==> src/rtl/sqrt_pipe.sv <==
// sqrt_pipe: fully pipelined integer square root, f = floor(sqrt(e * 2^PAD)).
// A capture stage (stage 0) registers the accepted sample. OUT_W restoring
// digit-recurrence stages follow, each resolving one root bit, MSB first.
// Sample-to-result latency is therefore OUT_W cycles.
//
// Handshake: a sample transfers on in_valid && in_ready. A result transfers
// on out_valid && out_ready. The only stall source is a result that is
// presented but not taken (out_valid && !out_ready). A stall freezes every
// stage at once, and in_ready is the inverse of that stall term.
module sqrt_pipe #(
  parameter int IN_W  = 31,
  parameter int OUT_W = 17,
  parameter int TAG_W = 4
) (
  input  logic             clk,
  input  logic             rst,
  input  logic             in_valid,
  output logic             in_ready,
  input  logic [IN_W-1:0]  e,
  input  logic [TAG_W-1:0] in_tag,
  output logic             out_valid,
  input  logic             out_ready,
  output logic [OUT_W-1:0] f,
  output logic [TAG_W-1:0] out_tag,
  output logic             out_zero
);

  localparam int PAD   = 2*OUT_W - IN_W;  // radicand pre-scale, in bits
  localparam int RAD_W = 2*OUT_W;         // scaled radicand width
  localparam int REM_W = OUT_W + 2;       // remainder never exceeds 2*root
  localparam int NST   = OUT_W;           // index of the last (output) stage

  if ((2*OUT_W < IN_W) || (OUT_W < 2)) begin : g_param_check
    $error("sqrt_pipe: parameters need 2*OUT_W >= IN_W and OUT_W >= 2");
  end

  logic             w_stall;
  logic [RAD_W-1:0] w_rad_in;
  logic             w_zero_in;

  // Per-stage register outputs, gathered for the neighbouring stage.
  logic             w_vld  [0:NST];
  logic [OUT_W-1:0] w_root [0:NST];
  logic [REM_W-1:0] w_rem  [0:NST];
  logic [RAD_W-1:0] w_rad  [0:NST];
  logic [TAG_W-1:0] w_tag  [0:NST];
  logic             w_zero [0:NST];

  assign w_stall   = w_vld[NST] && !out_ready;
  assign in_ready  = !w_stall;
  assign w_rad_in  = RAD_W'(e) << PAD;
  assign w_zero_in = (e == '0);

  for (genvar k = 0; k <= NST; k++) begin : g_stage
    logic             r_vld;
    logic [OUT_W-1:0] r_root;
    logic [REM_W-1:0] r_rem;
    logic [RAD_W-1:0] r_rad;
    logic [TAG_W-1:0] r_tag;
    logic             r_zero;

    logic             w_nx_vld;
    logic [OUT_W-1:0] w_nx_root;
    logic [REM_W-1:0] w_nx_rem;
    logic [RAD_W-1:0] w_nx_rad;
    logic [TAG_W-1:0] w_nx_tag;
    logic             w_nx_zero;

    if (k == 0) begin : g_load
      // Capture stage: empty root/remainder, the scaled radicand waits here.
      assign w_nx_vld  = in_valid;
      assign w_nx_root = '0;
      assign w_nx_rem  = '0;
      assign w_nx_rad  = w_rad_in;
      assign w_nx_tag  = in_tag;
      assign w_nx_zero = w_zero_in;
    end else begin : g_iter
      // The remainder is widened by two bits here: it absorbs the next
      // radicand bit pair before the trial subtraction.
      logic [REM_W+1:0] w_sh;
      logic [REM_W+1:0] w_trial;
      logic [REM_W+1:0] w_diff;
      logic             w_ge;
      logic             w_unused_top;

      assign w_sh    = {w_rem[k-1], w_rad[k-1][RAD_W-1 -: 2]};
      assign w_trial = {2'b00, w_root[k-1], 2'b01};
      assign w_ge    = (w_sh >= w_trial);
      assign w_diff  = w_sh - w_trial;

      // Root holds only k-1 bits on entry, so its MSB is always zero.
      // The difference also fits back into REM_W bits once w_ge is set.
      assign w_unused_top = w_root[k-1][OUT_W-1] ^ (^w_diff[REM_W+1:REM_W]);

      assign w_nx_vld  = w_vld[k-1];
      assign w_nx_root = {w_root[k-1][OUT_W-2:0], w_ge};
      assign w_nx_rem  = w_ge ? w_diff[REM_W-1:0] : w_sh[REM_W-1:0];
      assign w_nx_rad  = {w_rad[k-1][RAD_W-3:0], 2'b00};
      assign w_nx_tag  = w_tag[k-1];
      assign w_nx_zero = w_zero[k-1];
    end

    // Stage register: cleared by reset, frozen while the output is stalled.
    always_ff @(posedge clk or negedge rst) begin
      if (!rst) begin
        r_vld  <= 1'b0;
        r_root <= '0;
        r_rem  <= '0;
        r_rad  <= '0;
        r_tag  <= '0;
        r_zero <= 1'b0;
      end else if (!w_stall) begin
        r_vld  <= w_nx_vld;
        r_root <= w_nx_root;
        r_rem  <= w_nx_rem;
        r_rad  <= w_nx_rad;
        r_tag  <= w_nx_tag;
        r_zero <= w_nx_zero;
      end
    end

    assign w_vld[k]  = r_vld;
    assign w_root[k] = r_root;
    assign w_rem[k]  = r_rem;
    assign w_rad[k]  = r_rad;
    assign w_tag[k]  = r_tag;
    assign w_zero[k] = r_zero;
  end

  // The final remainder and the fully shifted-out radicand are not needed.
  logic w_unused_tail;
  assign w_unused_tail = ^{w_rem[NST], w_rad[NST]};

  assign out_valid = w_vld[NST];
  assign f         = w_root[NST];
  assign out_tag   = w_tag[NST];
  assign out_zero  = w_zero[NST];

endmodule

==> config.mk <==
export PLATFORM = sky130hd
export DESIGN_NAME = sqrt_pipe
export DESIGN_NICKNAME = d
export VERILOG_FILES = /design/src/rtl/sqrt_pipe.sv
export SDC_FILE = /design/constraint.sdc
export NUM_CORES = 2
export LEC_CHECK = 0
export BUFFER_PORTS_ARGS = -buffer_cell sky130_fd_sc_hd__buf_2
export CELL_PAD_IN_SITES_DETAIL_PLACEMENT = 0
export CELL_PAD_IN_SITES_GLOBAL_PLACEMENT = 2
export CORE_MARGIN = 10
export CORE_UTILIZATION = 36
export CTS_CLUSTER_SIZE = 12
export DETAILED_ROUTE_END_ITERATION = 16
export GPL_TIMING_DRIVEN = 0
export PLACE_DENSITY = 0.88
export REMOVE_ABC_BUFFERS = 1
export SYNTH_ARGS = -nofsm -noshare
export SYNTH_HDL_FRONTEND = slang
export SYNTH_SLANG_ARGS = --single-unit
==> constraint.sdc <==
create_clock -name clk -period 2.8 [get_ports clk]
set_input_delay 0.14 -clock clk [delete_from_list [all_inputs] [get_ports clk]]
set_output_delay 0.14 -clock clk [all_outputs]
set_load 0.01 [all_outputs]
==> impl_metrics.csv <==
group,metric,value,unit
setup_path,crit_buf_inv,1,
clock_tree,clock_latency,0.66,ns
setup_path,critical_path.top_delay_family,"compound AO/OA/AOI/OAI gates",
power,power_leakage,21.96,nW
sta,tightest_slew,0.8416,ns
global_route,grt_antenna_before_repair,0,
hold_path,hp-class,"in2async",
global_route,grt_usage,14.47,%
placement,dp_cells,5957,
finish,final_cells,6256,
placement,io_buffers,62,
sta,final.setup.worst_slack,-0.06936,ns
sta,hold_viol,0,
global_route,grt_overflow,0,
finish,diodes,0,
setup_path,cpMostUsedCell,"o31a_1",
sta,setup_viol,11,
clock_tree,cts_made_buffers,92,
route,drt_iter0_markers,1622,
synthesis,synth_area,39730,um2
global_route,grt_pass1_vias,30180,
route,dr.pass1.iters,5,
sta,drv_slew,0,
finish,finalCoreUtilization,43.53,%
sta,post-route-period-util,102.5,%
route,ant_nets,0,
finish,nNetsFinal,4915,
route,via_count,30570,
finish,area_growth,19.60,%
route,wire_per_inst,14.69,um
floorplan,core_region_area,109200,um2
synthesis,async_flop_share,100.0,%
floorplan,initial_core_util,36.40,%
clock_tree,cts_buffer_depth,3,
setup_path,worst_setup_path_end_kind,"register",
route,routed_wl,91930,um
power,power.density,1318,nW/um2
sta,max_freq,0.3485,GHz
synthesis,synth_seq_area_share,50.26,%
global_route,grt_max_degree,141,
synthesis,ys_types,77,
status,status,"finished, violations left",
floorplan,std_cell_rows,121,
synthesis,synth_area_per_cell,8.651,um2
floorplan,die_h,352.2,um
clock_tree,root_buffer,"clkbuf_16",
sta,max_slew_margin,43.77,%
setup_path,worstPathRequired,3.31,ns
floorplan,die-area,124100,um2
sta,fin_skew,0.02631,ns
placement,dpl.hpwl,57480,um
global_route,grt_first_pass_wirelength,154700,um
setup_path,setup.worst_path.class,"reg2reg",
clock_tree,tritoncts,"built",
placement,gp_congestion,0.7997,
clock_tree,clkSinkCount,798,
setup_path,startpoint_type,"register",
setup_path,worstPathCellList,"inv_2 > ha_4 > nor2b_4 > o31a_1 > o31a_1 > o41a_1 > or4_4 > a211oi_4 > xnor2_1 > a21oi_1",
synthesis,synth_edf_count,0,
synthesis,ys_ff_latch,798,
finish,fillers,10840,
setup_path,critPathMaxFanout,3,
synthesis,synth_ff_type,"dfrtp_1",
status,failed_checks,"setup timing",
clock_tree,h-tree-depth,3,
floorplan,num_io_pins,63,
setup_path,critPathSlowestCell,"or4_4",
sta,rsz0062_at_grt,"true",
sta,min_period,2.869,ns
setup_path,rr_worst_depth,10,
setup_path,reg2reg_slack,-0.07,ns
finish,layout-drive-gt1-share,10.69,%
synthesis,yosysWarningCount,0,
synthesis,syn_inst,4593,
setup_path,cp_data_arrival_time,3.38,ns
setup_path,crit_cells,10,
route,drc_errors,0,
clock_tree,path_clk_slew,0.06,ns
flow_run,drv_cap,0,
route,via_per_inst,4.887,
setup_path,cp_slowest_stage_delay,0.48,ns
floorplan,fp.dieW,352.2,um
power,ir_drop,0.5456,mV
==> cell usage after synthesis (50+ instances only) <==
library cell  number  area [um2]
dfrtp_1          798       19970
xnor2_1          124        1086
ha_1             167        2090
nor4_1            52       325.3
xor2_1            50       437.9
inv_1            202       758.2
nor2_1           311        1167
clkbuf_1         194       728.2
nor3_1            90       450.4
a21oi_1          259        1296
o21ai_0          371        1857
nand2_1         1405        5274
mux2i_1           50       500.5
==> through the flow <==
stage	setup TNS, ns	cell area [um2]	hold WS, ns	setup slack, ns	power (mW)
floorplan	-	38900	-0.1556	-101.44	31.27
global placement	-	41060	0.3383	-228.76	31.34
detailed placement	-119.05	42000	0.1265	-1.016	47.53
CTS	-0.7028	46430	0.01670	-0.2665	61.52
global route	-2.580	47520	0.06770	-0.1709	68.40
finish	-0.3501	47520	0.02486	-0.06936	62.65
==> cell type report <==
type,count,area (um2),area share [%]
clock inverter,25,297.8,0.6267
sequential,798,19970,42.03
timing repair inverter,1,8.758,0.01843
timing repair buffer,228,2580,5.429
clock buffer,141,2720,5.724
inverter,203,778.2,1.638
tap,1476,1847,3.886
multi-input combinational,3384,19310,40.64
==> repair_timing <==
item,in CTS,in global routing
buffers inserted,34,39
hold buffers,42,0
setup endpoints to repair,388,181
cloned,15,5
resized for setup,85,148
hold endpoints to repair,318,0
pin swaps,33,63
==> cell families after synthesis <==
logic type | count (synthesis) | synth area share [%]
AO/OA/AOI/OAI | 886 | 13.00
XOR/XNOR | 174 | 3.836
adder cells (fa/ha/maj) | 168 | 5.309
buffers and inverters | 419 | 4.015
flip-flops | 798 | 50.26
multiplexers | 58 | 1.486
AND/OR/NAND/NOR | 2090 | 22.09
==> report_power, final <==
group	internal, mW	switching (mW)	total, mW
Sequential	16.9	3.76	20.7
Clock	7.14	4.83	12.0
Combinational	13.5	16.5	30.0
Total	37.6	25.1	62.6
==> per-layer routing <==
| layer | share of wire (%) | wire [um] | global-route usage, % |
|---|---|---|---|
| met1 | 48 | 44140 | 19.35 |
| met2 | 47 | 42800 | 24.00 |
| met3 | 3.0 | 2714 | 2.154 |
| met4 | 2.5 | 2273 | 4.422 |
| met5 | 0 | 0 | 0 |
==> cells in the final DEF (no fill, tap or decap), types with 12 or more instances in the layout <==
| master | instances |
|---|---|
| nand2_1 | 1402 |
| dfrtp_1 | 795 |
| o21ai_0 | 348 |
| nor2_1 | 310 |
| a21oi_1 | 244 |
| inv_1 | 187 |
| ha_1 | 145 |
| xnor2_1 | 123 |
| clkbuf_16 | 98 |
| nor3_1 | 84 |
| buf_4 | 66 |
| buf_2 | 60 |
| xor2_1 | 50 |
| o21a_1 | 49 |
| or3_1 | 47 |
| mux2i_1 | 44 |
| nor2b_1 | 42 |
| dlygate4sd3_1 | 42 |
| a21o_1 | 40 |
| nor4_1 | 38 |
| clkbuf_1 | 29 |
| a31oi_1 | 25 |
| buf_16 | 21 |
| nand4_1 | 20 |
| nand3_1 | 20 |
| ha_4 | 18 |
| a211oi_1 | 17 |
| o21ai_1 | 17 |
| clkbuf_8 | 17 |
| buf_12 | 17 |
| nand2b_1 | 16 |
| inv_2 | 15 |
| o31a_1 | 15 |
| clkinv_2 | 15 |
| a21oi_2 | 13 |
| o211ai_1 | 12 |
==> flip-flops by register name (all words and copies together) (netlist names), 4 cells and up <==
signal	cells
g_stage.w_nx_tag	4
g_stage.r_rad	256
g_stage.r_zero	16
g_stage.r_vld	16
f	17
g_stage.r_tag	64
g_stage.r_rem	282
out_tag	4
g_stage.r_root	135
==> path summary, 6_finish.rpt <==
kind,startpoint,to
setup reg to reg,g_stage[13].r_root[0]$_DFFE_PN0N_,g_stage[14].r_rem[16]$_DFFE_PN0N_
setup / recovery,g_stage[13].r_root[0]$_DFFE_PN0N_,g_stage[14].r_rem[16]$_DFFE_PN0N_
min in group clk,in_tag[1],g_stage[0].r_tag[1]$_DFFE_PN0N_
max in group asynchronous,rst,g_stage[16].r_root[7]$_DFFE_PN0N_
hold / removal,rst,g_stage[9].r_root[7]$_DFFE_PN0N_
hold reg to reg,g_stage[6].r_rad[25]$_DFFE_PN0N_,g_stage[7].r_rad[27]$_DFFE_PN0N_
Note: power is estimated with default switching activity, not from simulation.
